<file path="src/rtl/interlaken_tx_pkg.sv">
`default_nettype none
// ============================================================================
//  Module      : interlaken_tx_pkg
//  Description : Shared definitions for the Interlaken TX burst scheduler:
//                control-word field positions, scheduler state encoding and
//                a helper that assembles a burst/idle control word.
//  Revision    : 1.0  initial release
// ============================================================================
package interlaken_tx_pkg;

    // Control-word bit positions
    localparam int CW_CTRL    = 63;  // always 1 in a control word
    localparam int CW_BURST   = 62;  // 1 = burst, 0 = idle
    localparam int CW_SOP     = 61;  // next burst starts a packet
    localparam int CW_EOP     = 60;  // previous burst ended a packet
    localparam int CW_CH_LSB  = 40;  // channel field [47:40]
    localparam int CW_CH_W    = 8;

    localparam int DATA_W     = 64;

    // Scheduler states
    typedef enum logic [1:0] {
        ST_IDLE = 2'd0,
        ST_DATA = 2'd1,
        ST_ARB  = 2'd2
    } sched_state_t;

    // Assemble a control word; every bit outside the defined fields is zero.
    function automatic logic [DATA_W-1:0] make_ctrl_word(
        input logic                is_burst,
        input logic                sop,
        input logic                eop,
        input logic [CW_CH_W-1:0]  ch
    );
        logic [DATA_W-1:0] w;
        w                        = '0;
        w[CW_CTRL]               = 1'b1;
        w[CW_BURST]              = is_burst;
        w[CW_SOP]                = sop;
        w[CW_EOP]                = eop;
        w[CW_CH_LSB +: CW_CH_W]  = ch;
        return w;
    endfunction

endpackage
`default_nettype wire

</file>
<file path="src/rtl/rr_arbiter.sv">
`default_nettype none
// ============================================================================
//  Module      : rr_arbiter
//  Description : Combinational round-robin arbiter. Searches the request
//                vector starting one position after the pointer (wrapping)
//                and returns the first requester as one-hot and as an index.
//  Revision    : 1.0  initial release
// ============================================================================
module rr_arbiter #(
    parameter int NUM_CH = 4,
    parameter int IDX_W  = (NUM_CH > 1) ? $clog2(NUM_CH) : 1
) (
    input  logic [NUM_CH-1:0] i_req,
    input  logic [IDX_W-1:0]  i_ptr,
    output logic [NUM_CH-1:0] o_onehot,
    output logic [IDX_W-1:0]  o_idx,
    output logic              o_any
);

    logic             w_found;
    logic [IDX_W-1:0] w_idx;

    // Priority search from pointer+1 around the ring; lowest distance wins.
    always_comb begin : p_search
        int w_pos;
        w_pos   = 0;
        w_found = 1'b0;
        w_idx   = '0;
        for (int k = 1; k <= NUM_CH; k++) begin
            w_pos = (int'(i_ptr) + k) % NUM_CH;
            if (!w_found && i_req[w_pos[IDX_W-1:0]]) begin
                w_found = 1'b1;
                w_idx   = w_pos[IDX_W-1:0];
            end
        end
    end

    // Expand the winning index into a one-hot grant vector.
    always_comb begin
        o_onehot = '0;
        if (w_found) begin
            o_onehot[w_idx] = 1'b1;
        end
    end

    assign o_idx = w_idx;
    assign o_any = w_found;

endmodule
`default_nettype wire

</file>
<file path="src/rtl/tx_burst_scheduler.sv">
`default_nettype none
// ============================================================================
//  Module      : tx_burst_scheduler
//  Description : Multiplexes NUM_CH frame sources onto one 64-bit TX path.
//                Round-robin grants, packets cut into bursts of at most
//                BURST_MAX words, a burst/idle control word ahead of every
//                burst and after the last one. One registered output stage
//                with valid/ready toward the transmitter.
//  Revision    : 1.0  initial release
// ============================================================================
module tx_burst_scheduler
    import interlaken_tx_pkg::*;
#(
    parameter int NUM_CH    = 4,
    parameter int BURST_MAX = 8
) (
    input  logic                 USER_CLK,
    input  logic                 SYSTEM_RESET_N,
    input  logic                 ENABLE,
    input  logic [NUM_CH*64-1:0] CH_DATA_IN,
    input  logic [NUM_CH-1:0]    CH_VALID_IN,
    input  logic [NUM_CH-1:0]    CH_LAST_IN,
    output logic [NUM_CH-1:0]    CH_READY_OUT,
    output logic [63:0]          TX_DATA_OUT,
    output logic                 TX_CTRL_OUT,
    output logic                 TX_DATA_TO_SEND,
    input  logic                 DATA_IN_READY,
    output logic [3:0]           CUR_CH_OUT
);

    localparam int CH_W = (NUM_CH > 1) ? $clog2(NUM_CH) : 1;

    // Registered state and outputs
    sched_state_t       r_state;
    logic [63:0]        r_tx_data;
    logic               r_tx_ctrl;
    logic               r_tx_valid;
    logic [CH_W-1:0]    r_grant;
    logic [CH_W-1:0]    r_rr_ptr;
    logic [7:0]         r_burst_cnt;
    logic [NUM_CH-1:0]  r_sop_pending;
    logic               r_eop_flag;

    // Combinational helpers
    logic [63:0]        w_ch_data [NUM_CH];
    logic               w_load_en;
    logic [NUM_CH-1:0]  w_win_onehot;
    logic [CH_W-1:0]    w_win_idx;
    logic               w_any_req;
    logic               w_req_go;
    logic               w_win_sop;
    logic               w_grant_valid;
    logic               w_grant_last;
    logic [7:0]         w_cnt_next;
    logic               w_burst_full;

    generate
        for (genvar g = 0; g < NUM_CH; g++) begin : g_unpack
            assign w_ch_data[g] = CH_DATA_IN[64*g +: 64];
        end
    endgenerate

    rr_arbiter #(
        .NUM_CH (NUM_CH),
        .IDX_W  (CH_W)
    ) u_rr_arbiter (
        .i_req    (CH_VALID_IN),
        .i_ptr    (r_rr_ptr),
        .o_onehot (w_win_onehot),
        .o_idx    (w_win_idx),
        .o_any    (w_any_req)
    );

    // The output register may take a new word when empty or being drained.
    assign w_load_en     = !r_tx_valid || DATA_IN_READY;
    assign w_req_go      = ENABLE && w_any_req;
    assign w_win_sop     = |(r_sop_pending & w_win_onehot);
    assign w_grant_valid = CH_VALID_IN[r_grant];
    assign w_grant_last  = CH_LAST_IN[r_grant];
    assign w_cnt_next    = r_burst_cnt + 8'd1;
    assign w_burst_full  = (w_cnt_next == 8'(BURST_MAX));

    // Only the granted channel is pulled, and only when the output can load.
    always_comb begin
        CH_READY_OUT = '0;
        if (r_state == ST_DATA) begin
            CH_READY_OUT[r_grant] = w_load_en;
        end
    end

    // Scheduler FSM together with the output register it drives.
    always_ff @(posedge USER_CLK or negedge SYSTEM_RESET_N) begin
        if (!SYSTEM_RESET_N) begin
            r_state       <= ST_IDLE;
            r_tx_data     <= '0;
            r_tx_ctrl     <= 1'b0;
            r_tx_valid    <= 1'b0;
            r_grant       <= '0;
            r_rr_ptr      <= CH_W'(NUM_CH - 1);
            r_burst_cnt   <= '0;
            r_sop_pending <= '1;
            r_eop_flag    <= 1'b0;
        end else begin
            case (r_state)
                ST_IDLE: begin
                    if (w_load_en) begin
                        if (w_req_go) begin
                            r_tx_data   <= make_ctrl_word(1'b1, w_win_sop, 1'b0, 8'(w_win_idx));
                            r_tx_ctrl   <= 1'b1;
                            r_tx_valid  <= 1'b1;
                            r_grant     <= w_win_idx;
                            r_rr_ptr    <= w_win_idx;
                            r_burst_cnt <= '0;
                            r_state     <= ST_DATA;
                        end else begin
                            r_tx_valid  <= 1'b0;
                        end
                    end
                end

                ST_DATA: begin
                    if (w_load_en) begin
                        if (w_grant_valid) begin
                            r_tx_data              <= w_ch_data[r_grant];
                            r_tx_ctrl              <= 1'b0;
                            r_tx_valid             <= 1'b1;
                            r_burst_cnt            <= w_cnt_next;
                            // A packet boundary re-arms SOP; a split leaves it clear.
                            r_sop_pending[r_grant] <= w_grant_last;
                            if (w_grant_last) begin
                                r_eop_flag <= 1'b1;
                                r_state    <= ST_ARB;
                            end else if (w_burst_full) begin
                                r_eop_flag <= 1'b0;
                                r_state    <= ST_ARB;
                            end
                        end else begin
                            // Granted source stalled: emit a bubble, keep the grant.
                            r_tx_valid <= 1'b0;
                        end
                    end
                end

                ST_ARB: begin
                    if (w_load_en) begin
                        r_tx_ctrl  <= 1'b1;
                        r_tx_valid <= 1'b1;
                        if (w_req_go) begin
                            r_tx_data   <= make_ctrl_word(1'b1, w_win_sop, r_eop_flag, 8'(w_win_idx));
                            r_grant     <= w_win_idx;
                            r_rr_ptr    <= w_win_idx;
                            r_burst_cnt <= '0;
                            r_state     <= ST_DATA;
                        end else begin
                            r_tx_data   <= make_ctrl_word(1'b0, 1'b0, r_eop_flag, 8'd0);
                            r_state     <= ST_IDLE;
                        end
                    end
                end

                default: begin
                    r_state <= ST_IDLE;
                end
            endcase
        end
    end

    assign TX_DATA_OUT     = r_tx_data;
    assign TX_CTRL_OUT     = r_tx_ctrl;
    assign TX_DATA_TO_SEND = r_tx_valid;
    assign CUR_CH_OUT      = 4'(r_grant);

endmodule
`default_nettype wire

</file>
<file path="config.mk">
export PLATFORM = sky130hd
export DESIGN_NAME = tx_burst_scheduler
export DESIGN_NICKNAME = d
export VERILOG_FILES = /design/src/rtl/interlaken_tx_pkg.sv /design/src/rtl/rr_arbiter.sv /design/src/rtl/tx_burst_scheduler.sv
export SDC_FILE = /design/constraint.sdc
export NUM_CORES = 1
export LEC_CHECK = 0
export BUFFER_PORTS_ARGS = -buffer_cell sky130_fd_sc_hd__buf_2
export CORE_AREA = 2 2 132 134
export DETAILED_ROUTE_END_ITERATION = 8
export DIE_AREA = 0 0 134 136
export GPL_ROUTABILITY_DRIVEN = 0
export GPL_TIMING_DRIVEN = 0
export PLACE_DENSITY_LB_ADDON = 0.25
export SYNTH_ARGS = -nofsm -noshare
export SYNTH_HDL_FRONTEND = slang
export SYNTH_SLANG_ARGS = --single-unit
</file>
<file path="constraint.sdc">
create_clock -name USER_CLK -period 2.2 [get_ports USER_CLK]
set_clock_uncertainty 0.15 [all_clocks]
set_input_delay 0.22 -clock USER_CLK [delete_from_list [all_inputs] [get_ports USER_CLK]]
set_output_delay 0.22 -clock USER_CLK [all_outputs]
set_load 0.01 [all_outputs]
</file>
# Word-level counts from Yosys, hierarchy flattened
# Index checks and enable logic that the tools add are counted.
# op_classes
n_addsub	5
order_cmp	9
eq_ne	11
mux	64
n_bitwise	3
n_reduce_logical	24
# op_table
operator	count
2-to-1 mux 64 bit	7
one-hot mux 64 bit (3 select lines)	1
binary-select mux 64 bit (select 2 bit)	1
2-to-1 mux 63 bit	1
2-to-1 mux 8 bit	4
2-to-1 mux 1 bit	24
2-to-1 mux 2 bit	11
less-than comparator 2 x 3 -> 1 bit (second input constant)	6
one-hot mux 8 bit (2 select lines)	1
binary-select mux 1 bit (select 2 bit)	6
AND reduction 6 bit	2
inequality test 2 bit (second input constant)	5
adder 8 x 1 -> 8 bit (second input constant)	1
AND 4 bit	2
equality test 8 x 4 -> 1 bit (second input constant)	1
2-to-1 mux 4 bit	2
AND reduction 4 bit	2
logical AND 1 bit	6
one-hot mux 1 bit (3 select lines)	2
one-hot mux 2 bit (3 select lines)	1
AND reduction 3 bit	2
AND reduction 5 bit	1
adder 2 x 1 -> 2 bit (second input constant)	2
adder 2 bit (second input constant)	2
other kinds (16)	23
# totals
ff_bits	85
input_bits	268
out_inout_bits	74
wordCells	125

# Longest topological paths before layout
# depth
ltp_word	23
depth_mapped	10
mapped_depth_nobuf	8

# By module
# A second synthesis with hierarchy kept.
# hier_totals
cells_unflattened	530
hier_area_um2	5601.6
# modules_own_cells
mod	instances	cells_per_inst	area_per_inst_um2	seq_area_each_um2
tx_burst_scheduler	1	496	5378.9	2134.5
rr_arbiter	1	34	222.7	0.0

# Least setup slack after synthesis
# No wires, ideal clock.
# synth_timing
path_kind	register to register
start	register r_state[0]
end	register r_tx_data[61] (netlist: TX_DATA_OUT[61])
setup_time_ns	0.127
arrival_ns	1.964
required_time_ns	1.923
slack_ns	-0.041
path_stages_with_launch	11
path_buffers	2
period_less_slack_ns	2.241
cell_sequence	dfrtp_1 > inv_1 > ha_1 > or2_2 > a21oi_1 > o21ai_2 > or2_4 > buf_6 > buf_6 > a211oi_1 > a21oi_1
# synth_between
elab_chain_len	3
elab_cells_between_ends	11
cone_classes	7 x eq/ne; 1 x mux; 3 x reduce/logical
# synth_lines
item	line_no	source
from (decl)	tx_burst_scheduler.sv:34	sched_state_t r_state;
from (signal assigned)	tx_burst_scheduler.sv:94	r_state <= ST_IDLE;
from (signal assigned)	tx_burst_scheduler.sv:114	r_state <= ST_DATA;
from (signal assigned)	tx_burst_scheduler.sv:132	r_state <= ST_ARB;
equality test 2 x 1 -> 1 bit, or another cell as far along	tx_burst_scheduler.sv:104	case (r_state)
inequality test 2 bit (no source line) or nonzero test 3 bit (tied branches)	n/a	
AND reduction 6 bit (no source line)	n/a	
to (signal assigned)	tx_burst_scheduler.sv:108	r_tx_data <= make_ctrl_word(1'b1, w_win_sop, 1'b0, 8'(w_win_idx));
to (signal assigned)	tx_burst_scheduler.sv:124	r_tx_data <= w_ch_data[r_grant];
to (signal assigned)	tx_burst_scheduler.sv:149	r_tx_data <= make_ctrl_word(1'b1, w_win_sop, r_eop_flag, 8'(w_win_idx));
to (decl)	tx_burst_scheduler.sv:35	logic [63:0] r_tx_data;
# Parallel ways exist; a longest one is shown, timed or not.
# A chain may end at the register's enable or synchronous reset.

# Final worst setup path
# layout_timing
start	register r_state[1]
end	register r_tx_data[61] (netlist: TX_DATA_OUT[61])
# Same word-level chain as after synthesis.

==> results.md <==
- Status: complete, but fails checks
- Violated checks: setup timing
- Mapped Cells: between 500 and 600
- Initial Utilization: 0.3271
- Cell with the most instances after synthesis: nand2_1
- TritonCTS clock tree: built
- CTS H-tree lvls: 3
- Syn Std Cell Area: 0.005520 mm²
- Full die area: 0.01822 mm²
- Cell Pwr Density: 1375 mW/mm²
- Pre-Repair DR Iteration Count: 4
- Syn avg cell area: between 10 and 15 µm²
- Most frequent cells after synthesis: nand2_1 (137), dfrtp_1 (79), o21ai_0 (77)
- Pins Over Slew Limit: 0
- Clock buffer count from CTS: 9
- Area leader, netlist: dfrtp_1
- Top cells by area, synth: dfrtp_1 (36%), mux4_2 (27%), nand2_1 (9.3%), o21ai_0 (7.0%), dfstp_2 (2.9%)
- Final WL: between 20 and 25 mm
- Fmax achieved: roughly 450 MHz
- CP required: 2.27 ns
- Post-synthesis compound-gate area fraction: 0.1160
- Synth Area in Simple Gates: 0.1460
- Vias in the first global route: ~5500
- Crit share post-route: 1.018
- Setup CP Type: reg -> reg
- Post-DP HPWL: 15.89 mm
- Critical path arrival: 2.31 ns
- EDFF count, synth: 0
- First-pass GRT wire length: between 30 and 40 mm
- Vias: around 5600
- Total gr overflow: 0
- Largest family of logic cells by synthesized area: multiplexers
- Initial DRC Count: approximately 260
- CP endpoint kind: flip-flop
- DIE WIDTH: between 100 and 150 µm
- Post-Place Cell Area: around 0.0075 mm²
- Seq/Total Area, Yosys: 0.3867
- IO Count: 342
- Drt drc: 0
- HP Class: in -> reg
- Synth Warn #: 0
- Min Tclk post-route: 2.240 ns
- Dominant synthesized flop cell: dfrtp_1
- Fin. Hold Viols: 0
- Share of cells above drive strength 1: 0.5670
- Vias per cell: 4.936
- Die Span Y: approximately 140 µm
- CP startpoint kind: flip-flop
- Synth Area in XOR/XNOR: 0.004760
- Worst slew pin tran: around 0.64 ns
- LEAKAGE: 4.023 nW
- Core box area: about 0.017 mm²
- Count of cell types in the netlist: 46
- CTS sink cnt: 85
- Antenna viol nets, final: 0
- Max cap viols: 0
- Cell Rows: 48
- Max_slew headroom: 0.5728
- Clk_lat worst skew: ~0.34 ns
- Clock slew at reported path FFs: roughly 0.070 ns
- GRT Total Usage: 0.2164
- CTS max path bufs: 2
- RSZ-0062 raised after global routing: true
- Multiplexer share of the synthesized area: 0.2851
- Tot Pwr: about 11 mW
- Post-layout nets: ~1200
- Post-synth top area share: 0.3581
- Crit path max fanout: 6
- Largest net degree at the start of global routing: 48
- Design area: approximately 0.0083 mm²
- Number of port buffers: 339
- Initial antenna violation count: 2
- Async SR Flop Fraction: 1.000
- Worst vdd ir: ~0.00053 V
- Fillers: 1639
- Post-Synth Adder-Cell Area: 0.01360
- CTS root buffer: clkbuf_16
- Setup violators final: 1
- Area Growth Syn to Fin: 49.57%
- Worst setup margin: -0.03973 ns
- Seq cells post-synth: 85
- Wire per inst: 17.97 µm
## metrics by stage
step	setup slack (ns)	std cells	utilization	hold WS, ns	TNS, ns
global route	-0.09377	1128	0.4891	0.2109	-2.737
CTS	-0.03226	1119	0.4824	0.1860	-0.03226
detailed placement	-0.6606	1090	0.4466	0.09918	-22.63
floorplan	0.005923	525	-	-0.2256	0
finish	-0.03973	1129	0.4893	0.1963	-0.03973
global placement	-0.6738	1089	0.4448	0.3071	-27.58
## registers in the layout, indices dropped and copies added (netlist names)
register	cells
TX_DATA_OUT	64
r_burst_cnt	8
r_sop_pending	4
r_grant	2
r_rr_ptr	2
r_state	2
TX_CTRL_OUT	1
TX_DATA_TO_SEND	1
r_eop_flag	1
## per-layer routing
metal,part of all wire,track usage,vias to the layer above
met5,0.00064,0,-
met4,0.014,0.06087,2
met3,0.074,0.04400,20
met2,0.50,0.3789,223
met1,0.41,0.2720,2675
li1,-,-,2653
## critical path, cell delays in order (launching register included)
cell and delay (ns):
dfrtp_2 0.41, inv_2 0.07, ha_4 0.16, or2_4 0.24
a21oi_2 0.15, o21ai_2 0.08, or2_4 0.28, buf_8 0.15
buf_8 0.13, a211oi_4 0.23, a21oi_1 0.06
## path summary, 6_finish.rpt
check                           startpoint               end  slack, ns  depth (start not counted)
hold reg to reg            TX_DATA_OUT[54]   TX_DATA_OUT[54]       0.32                          2
hold / removal                      ENABLE   TX_DATA_TO_SEND       0.20                          4
setup / recovery                r_state[1]   TX_DATA_OUT[61]      -0.04                         10
setup reg to reg                r_state[1]   TX_DATA_OUT[61]      -0.04                         10
max in group asynchronous   SYSTEM_RESET_N  r_sop_pending[1]       0.94                          3
min in group asynchronous   SYSTEM_RESET_N    TX_DATA_OUT[0]       0.25                          2
## final cells by class
class	count	area, µm²	area share
Timing Repair Buffer	366	1979	0.2397
Buffer	43	325.3	0.03940
Antenna cell	1	2.502	0.0003031
Sequential cell	85	2140	0.2591
Clock inverter	2	35.03	0.004243
Multi-Input combinational cell	388	3221	0.3901
Inverter	7	26.28	0.003182
Tap cell	225	281.5	0.03410
Clock buffer	12	246.5	0.02985
## cell families after synthesis
| kind of cell | count (synthesis) |
|---|---|
| simple gates | 189 |
| compound gates | 114 |
| flops | 85 |
| mux | 74 |
| buf+inv | 52 |
| fa+ha+maj | 6 |
| xor+xnor | 3 |
| other cells | 1 |
## cell usage in the layout, fill, tap and decap left out, types with 5 or more instances in the layout
cell / instances
a21oi_1: 10
buf_2: 345
buf_4: 26
clkbuf_1: 6
clkbuf_16: 9
clkbuf_2: 7
clkbuf_4: 5
dfrtp_1: 75
dfstp_2: 6
dlygate4sd3_1: 5
inv_1: 5
mux2_2: 6
mux4_2: 66
nand2_1: 136
nand2b_1: 8
nand3_1: 6
nor2_1: 14
nor2b_1: 5
o21ai_0: 64
o21ai_1: 13
## report_power, final
| group | internal (mW) | switching [mW] |
|---|---|---|
| logic | 3.36 | 3.73 |
| clock network | 0.899 | 0.623 |
| registers | 2.32 | 0.414 |
## timing repair
item	in CTS	in global routing
hold buffers	5	0
gates resized for setup	57	25
hold endpoints to repair	42	0
pin swaps	6	7
gates cloned	2	0
setup buffers	10	9
setup endpoints to repair	80	81
Power figures use the tool's default switching activity.
